--- src/rtl/cpu_run_ctrl_pkg.sv ---
// Shared encodings and default timing constants for the CPU run/step/breakpoint controller.
package cpu_run_ctrl_pkg;

  localparam int unsigned PC_W           = 32;
  localparam int unsigned CNT_W          = 32;
  localparam int unsigned DIV_FAST_DEF   = 4;
  localparam int unsigned DIV_SLOW_DEF   = 50_000_000;
  localparam int unsigned DEB_CYCLES_DEF = 1_000_000;

  typedef enum logic [1:0] {
    ST_HALT  = 2'b00,
    ST_RUN   = 2'b01,
    ST_STEP  = 2'b10,
    ST_BREAK = 2'b11
  } run_state_e;

endpackage

--- src/rtl/cpu_run_ctrl_btn_debounce.sv ---
// Push-button conditioner: 2-flop synchronizer, stability counter, accepted level and rise pulse.
module btn_debounce
  import cpu_run_ctrl_pkg::*;
#(
  parameter int unsigned DEB_CYCLES = DEB_CYCLES_DEF
) (
  input  logic clk,
  input  logic rstn,
  input  logic btn,
  output logic level,
  output logic rise_pulse
);

  localparam int unsigned CW = $clog2(DEB_CYCLES + 1);

  logic          s1;
  logic          s2;
  logic [CW-1:0] cnt;

  // Level flips only after DEB_CYCLES consecutive samples that disagree with it.
  always_ff @(posedge clk or negedge rstn) begin
    if (!rstn) begin
      s1         <= 1'b0;
      s2         <= 1'b0;
      cnt        <= '0;
      level      <= 1'b0;
      rise_pulse <= 1'b0;
    end else begin
      s1         <= btn;
      s2         <= s1;
      rise_pulse <= 1'b0;
      if (s2 == level) begin
        cnt <= '0;
      end else if (cnt == CW'(DEB_CYCLES - 1)) begin
        level      <= s2;
        rise_pulse <= s2;
        cnt        <= '0;
      end else begin
        cnt <= cnt + CW'(1);
      end
    end
  end

endmodule

--- src/rtl/cpu_run_ctrl.sv ---
// CPU clock-enable generator: fast/slow free-run, debounced single-step and PC breakpoint.
module cpu_run_ctrl
  import cpu_run_ctrl_pkg::*;
#(
  parameter int unsigned DIV_FAST   = DIV_FAST_DEF,
  parameter int unsigned DIV_SLOW   = DIV_SLOW_DEF,
  parameter int unsigned DEB_CYCLES = DEB_CYCLES_DEF
) (
  input  logic            clk,
  input  logic            rstn,
  input  logic            sw_speed,
  input  logic            sw_run,
  input  logic            btn_step,
  input  logic            bp_en,
  input  logic [PC_W-1:0] bp_pc,
  input  logic [PC_W-1:0] pc,
  output logic            cpu_ce,
  output logic            halted,
  output logic [1:0]      state_o,
  output logic [31:0]     ce_count
);

  run_state_e       state;
  run_state_e       state_d;
  logic [CNT_W-1:0] cnt;
  logic [CNT_W-1:0] cnt_d;
  logic [CNT_W-1:0] div_m1;
  logic             bp_skip;
  logic             skip_d;
  logic             ce_d;
  logic             issue_pt;
  logic             bp_hit;

  logic       run_s1;
  logic       run_s2;
  logic       run_d;
  logic [1:0] run_fill;
  logic       run_rise;
  logic       btn_level;
  logic       btn_rise;
  logic       step_pulse;

  btn_debounce #(
    .DEB_CYCLES(DEB_CYCLES)
  ) u_step_deb (
    .clk       (clk),
    .rstn      (rstn),
    .btn       (btn_step),
    .level     (btn_level),
    .rise_pulse(btn_rise)
  );

  assign step_pulse = btn_rise & btn_level;

  // run_fill masks edges until the synchronizer and edge flop hold real samples,
  // so a switch already high at reset release is not mistaken for a rise.
  always_ff @(posedge clk or negedge rstn) begin
    if (!rstn) begin
      run_s1   <= 1'b0;
      run_s2   <= 1'b0;
      run_d    <= 1'b0;
      run_fill <= 2'd0;
    end else begin
      run_s1 <= sw_run;
      run_s2 <= run_s1;
      run_d  <= run_s2;
      if (run_fill != 2'd3) run_fill <= run_fill + 2'd1;
    end
  end

  assign run_rise = (run_fill == 2'd3) && run_s2 && !run_d;

  assign div_m1   = sw_speed ? CNT_W'(DIV_SLOW - 1) : CNT_W'(DIV_FAST - 1);
  assign issue_pt = (cnt >= div_m1);
  assign bp_hit   = bp_en && !bp_skip && (pc == bp_pc);

  always_ff @(posedge clk or negedge rstn) begin
    if (!rstn) state <= ST_HALT;
    else       state <= state_d;
  end

  always_comb begin
    state_d = state;
    case (state)
      ST_HALT: begin
        if (step_pulse)    state_d = ST_STEP;
        else if (run_rise) state_d = ST_RUN;
      end
      ST_RUN: begin
        if (!run_s2)                state_d = ST_HALT;
        else if (issue_pt && bp_hit) state_d = ST_BREAK;
      end
      ST_STEP: state_d = ST_HALT;
      ST_BREAK: begin
        if (step_pulse)   state_d = ST_STEP;
        else if (!run_s2) state_d = ST_HALT;
      end
      default: state_d = ST_HALT;
    endcase
  end

  // Next values of the registered outputs and the divider.
  always_comb begin
    ce_d   = 1'b0;
    cnt_d  = '0;
    skip_d = bp_skip;
    if (state_d == ST_STEP) begin
      ce_d = 1'b1;
    end else if (state_d == ST_RUN) begin
      if (state != ST_RUN) begin
        skip_d = 1'b1;
      end else if (issue_pt) begin
        ce_d   = 1'b1;
        skip_d = 1'b0;
      end else begin
        cnt_d = cnt + CNT_W'(1);
      end
    end
  end

  always_ff @(posedge clk or negedge rstn) begin
    if (!rstn) begin
      cnt      <= '0;
      bp_skip  <= 1'b1;
      cpu_ce   <= 1'b0;
      ce_count <= '0;
      halted   <= 1'b1;
    end else begin
      cnt     <= cnt_d;
      bp_skip <= skip_d;
      cpu_ce  <= ce_d;
      halted  <= (state_d == ST_HALT) || (state_d == ST_BREAK);
      if (ce_d) ce_count <= ce_count + 32'd1;
    end
  end

  assign state_o = state;

endmodule

--- config.mk ---
export PLATFORM = sky130hd
export DESIGN_NAME = cpu_run_ctrl
export DESIGN_NICKNAME = d
export VERILOG_FILES = /design/src/rtl/cpu_run_ctrl_pkg.sv /design/src/rtl/cpu_run_ctrl_btn_debounce.sv /design/src/rtl/cpu_run_ctrl.sv
export SDC_FILE = /design/constraint.sdc
export NUM_CORES = 1
export LEC_CHECK = 0
export BUFFER_PORTS_ARGS = -buffer_cell sky130_fd_sc_hd__buf_4
export CAP_MARGIN = 15
export CORE_MARGIN = 1
export CORE_UTILIZATION = 41
export CTS_CLUSTER_DIAMETER = 40
export CTS_CLUSTER_SIZE = 24
export DETAILED_ROUTE_END_ITERATION = 6
export PLACE_DENSITY_LB_ADDON = 0.12
export SYNTH_ARGS = -nofsm -noshare
export SYNTH_HDL_FRONTEND = slang
export SYNTH_HIERARCHICAL = 1
export SYNTH_SLANG_ARGS = --single-unit
--- constraint.sdc ---
create_clock -name clk -period 9.75 [get_ports clk]
set_input_delay 0 -clock clk [delete_from_list [all_inputs] [get_ports clk]]
set_output_delay 0 -clock clk [all_outputs]
set_load 0.01 [all_outputs]
==> qor.yml <==
sta:
  hold_viol: 0
  rsz0062_at_grt: "false"
  setup_violations: 0
  holdWs_ps: 84.2
  setup_slack_ps: 5510
  tns_ps: 0
  relSlewSlack_pct: 29.7
  skew_ps: 7.21
  slew_violations: 0
  max_freq_ghz: 0.236
  tightest_slew_ps: 1050
  finalCritPeriodShare_pct: 43.5
  period_needed_ps: 4240
global_route:
  grt_pass1_wl_mm: 18.9
  grt_pass1_vias: 3938
  track_usage_pct: 18.3
  grt_max_degree: 78
  gr-total-overflow: 0
  grt_antenna_before_repair: 0
synthesis:
  synth_top_flop_cell: "dfrtp_1"
  synth_seq_cells: 98
  seq_area_frac_synth_pct: 47.1
  synth_edf_count: 0
  yosys_warnings: 6
  syn_inst: 512
  ys_types: 52
  synth-async-reset-ratio_pct: 100
  syn_area_per_cell_sq_um: 10.2
  syn-cell-area_sq_um: 5210
cells_and_area:
  num_antenna_cells: 0
  layout_common_cells: "buf_4, dfrtp_1, xnor2_1"
  layout_commonest_cell: "buf_4"
  nets: 717
  drive_gt1_share_pct: 21.7
  fillers: 1160
  area_growth_pct: 24.7
power:
  total_power_uw: 912
  power_density_nw_per_um2: 140
  peakVddDrop_mv: 0.0816
  switching_share_pct: 23.5
  sequentialPowerShare_pct: 48.6
  pwr-share-comb_pct: 12.2
  p_int_uw: 698
  leakagePower_uw: 0.00294
  p_clk_share_pct: 39.2
  p_sw_uw: 214
floorplanning:
  die-area_sq_um: 13200
  rows: 40
  io_pins: 106
  die_x_um: 115
  core_sq_um: 12200
  start_util_pct: 42.7
  dieHeight_um: 115
cts:
  clk_pin_slew_ps: 60
  cts_resized: 0
  clockBufferDepth: 2
  cts_setup_buffers: 0
  root_buffer: "clkbuf_16"
  h-tree-depth: 3
  cts_tree: "done"
  cts.sinks: 98
  clock_latency_ps: 340
  hold_buffers: 3
  numCtsBuffers: 9
setup_path:
  r2r-end: "ce_count[31]"
  r2r_slack_ps: 5510
  crit_path_end_kind: "flop"
  worstReg2RegStart: "cnt[17]"
  startpoint_type: "flop"
  required_ps: 9980
  critical_path_class: "flop to flop"
  r2r_cells: 13
  critPathMaxFanout: 25
  worstPathArrival_ps: 4480
outcome:
  status: "finished clean"
job:
  timing.max_cap.violations: 0
drt:
  viasPerCell: 5.17
  ant_nets: 0
  drc: 0
  vias: 4123
  drt_iter0_markers: 140
  wire_per_inst_um: 14.1
  wirelength_mm: 11.2
  dr.pass1.iters: 4
placed_design:
  place_congestion: 0.833
  post-place-ws_ps: 5450
  portBuffers: 105
  detailed_place_hpwl_mm: 8.07
worst_hold_path:
  worstHoldPathType: "primary input to async pin"
-- sequential cells by signal, indices dropped and copies added (netlist names) --
| name | cells |
|---|---|
| state_o | 2 |
| u_step_deb/s2 | 1 |
| run_s1 | 1 |
| ce_count | 32 |
| bp_skip | 1 |
| halted | 1 |
| run_fill | 2 |
| cpu_ce | 1 |
| u_step_deb/level | 1 |
| u_step_deb/cnt | 20 |
| run_d | 1 |
| u_step_deb/rise_pulse | 1 |
| cnt | 32 |
| u_step_deb/s1 | 1 |
| run_s2 | 1 |
-- worst max path at each step --
stage | startpoint | endpoint | cells after the start
floorplan | cnt[17] | ce_count[16] | 14
global placement | sw_speed | ce_count[31] | 15
detailed placement | sw_speed | ce_count[31] | 15
CTS | cnt[17] | ce_count[31] | 13
global route | cnt[17] | ce_count[31] | 13
finish | cnt[17] | ce_count[31] | 13
-- metrics by stage --
stage	cell area, sq um	cells	utilization (%)
after global placement	6170	779	50.5
after floorplan	5230	516	-
after detailed placement	6170	779	50.5
final	6500	798	53.2
after CTS	6500	798	53.2
after global routing	6500	798	53.2
-- power groups by stage --
stage | Sequential [uW] | Clock (uW) | Combinational, uW
final | 443 | 358 | 111
after global routing | 446 | 383 | 124
after CTS | 443 | 366 | 113
after detailed placement | 450 | 0 | 112
after global placement | 450 | 0 | 109
after floorplan | 451 | 0 | 49.4
-- critical path, cell delays in order (launching register included) --
cell       delay (ps)
dfrtp_1           450
ha_1              320
a2111oi_0         440
nor3_1             80
or4_1             430
a221oi_2          370
nand4b_1          170
a21o_1            130
inv_1              60
ha_1              220
o21ba_1           920
inv_4             140
and4_1            240
xor2_1            140
-- synth_stat cells (3+ instances only) --
cell type  instances  area [sq um]
a21oi_1           11          55.1
and2_1             3          18.8
and3_1             8          50.1
and4_1             4          35.0
buf_6              3          33.8
clkbuf_1           8          30.0
dfrtp_1           96          2400
ha_1              22           275
inv_1             19          71.3
nand2_1           27           101
nand3_1           34           170
nand4_1           21           131
nor2_1            56           210
nor2b_1            3          18.8
nor3_1            13          65.1
nor4_1            20           125
nor4b_1            3          26.3
o21ai_0           11          55.1
o31ai_1            3          22.5
or3_1              5          31.3
or3_2              3          22.5
or4_1              6          45.0
xnor2_1           58           508
xor2_1            40           350
-- layout make-up --
| class | count | area, sq um | share of cell area (%) |
|---|---|---|---|
| flip-flops and latches | 98 | 2450 | 37.8 |
| multi-input cells | 386 | 2630 | 40.4 |
| clock buffers | 14 | 264 | 4.06 |
| well taps | 168 | 210 | 3.23 |
| clock inverters | 2 | 35.0 | 0.539 |
| repair buffers | 110 | 833 | 12.8 |
| inverters | 20 | 77.6 | 1.19 |
-- kinds of logic after synthesis --
group           synth area share [%]
simple gates                    22.5
xor+xnor                        16.5
flops                           47.1
compound gates                  5.06
buf+inv                         2.81
fa+ha+maj                       5.28
mux                            0.720
other cells                   0.0719
-- layer usage --
metal  GRT usage, %  share of wire (%)  vias to the layer above
li1               -                  -                     2021
met1           25.0                 48                     1987
met2           29.0                 45                      105
met3           2.85                5.2                       10
met4           7.79                1.6                        0
met5              0                  0                        -
No activity file was read; power rests on OpenSTA's default activity.
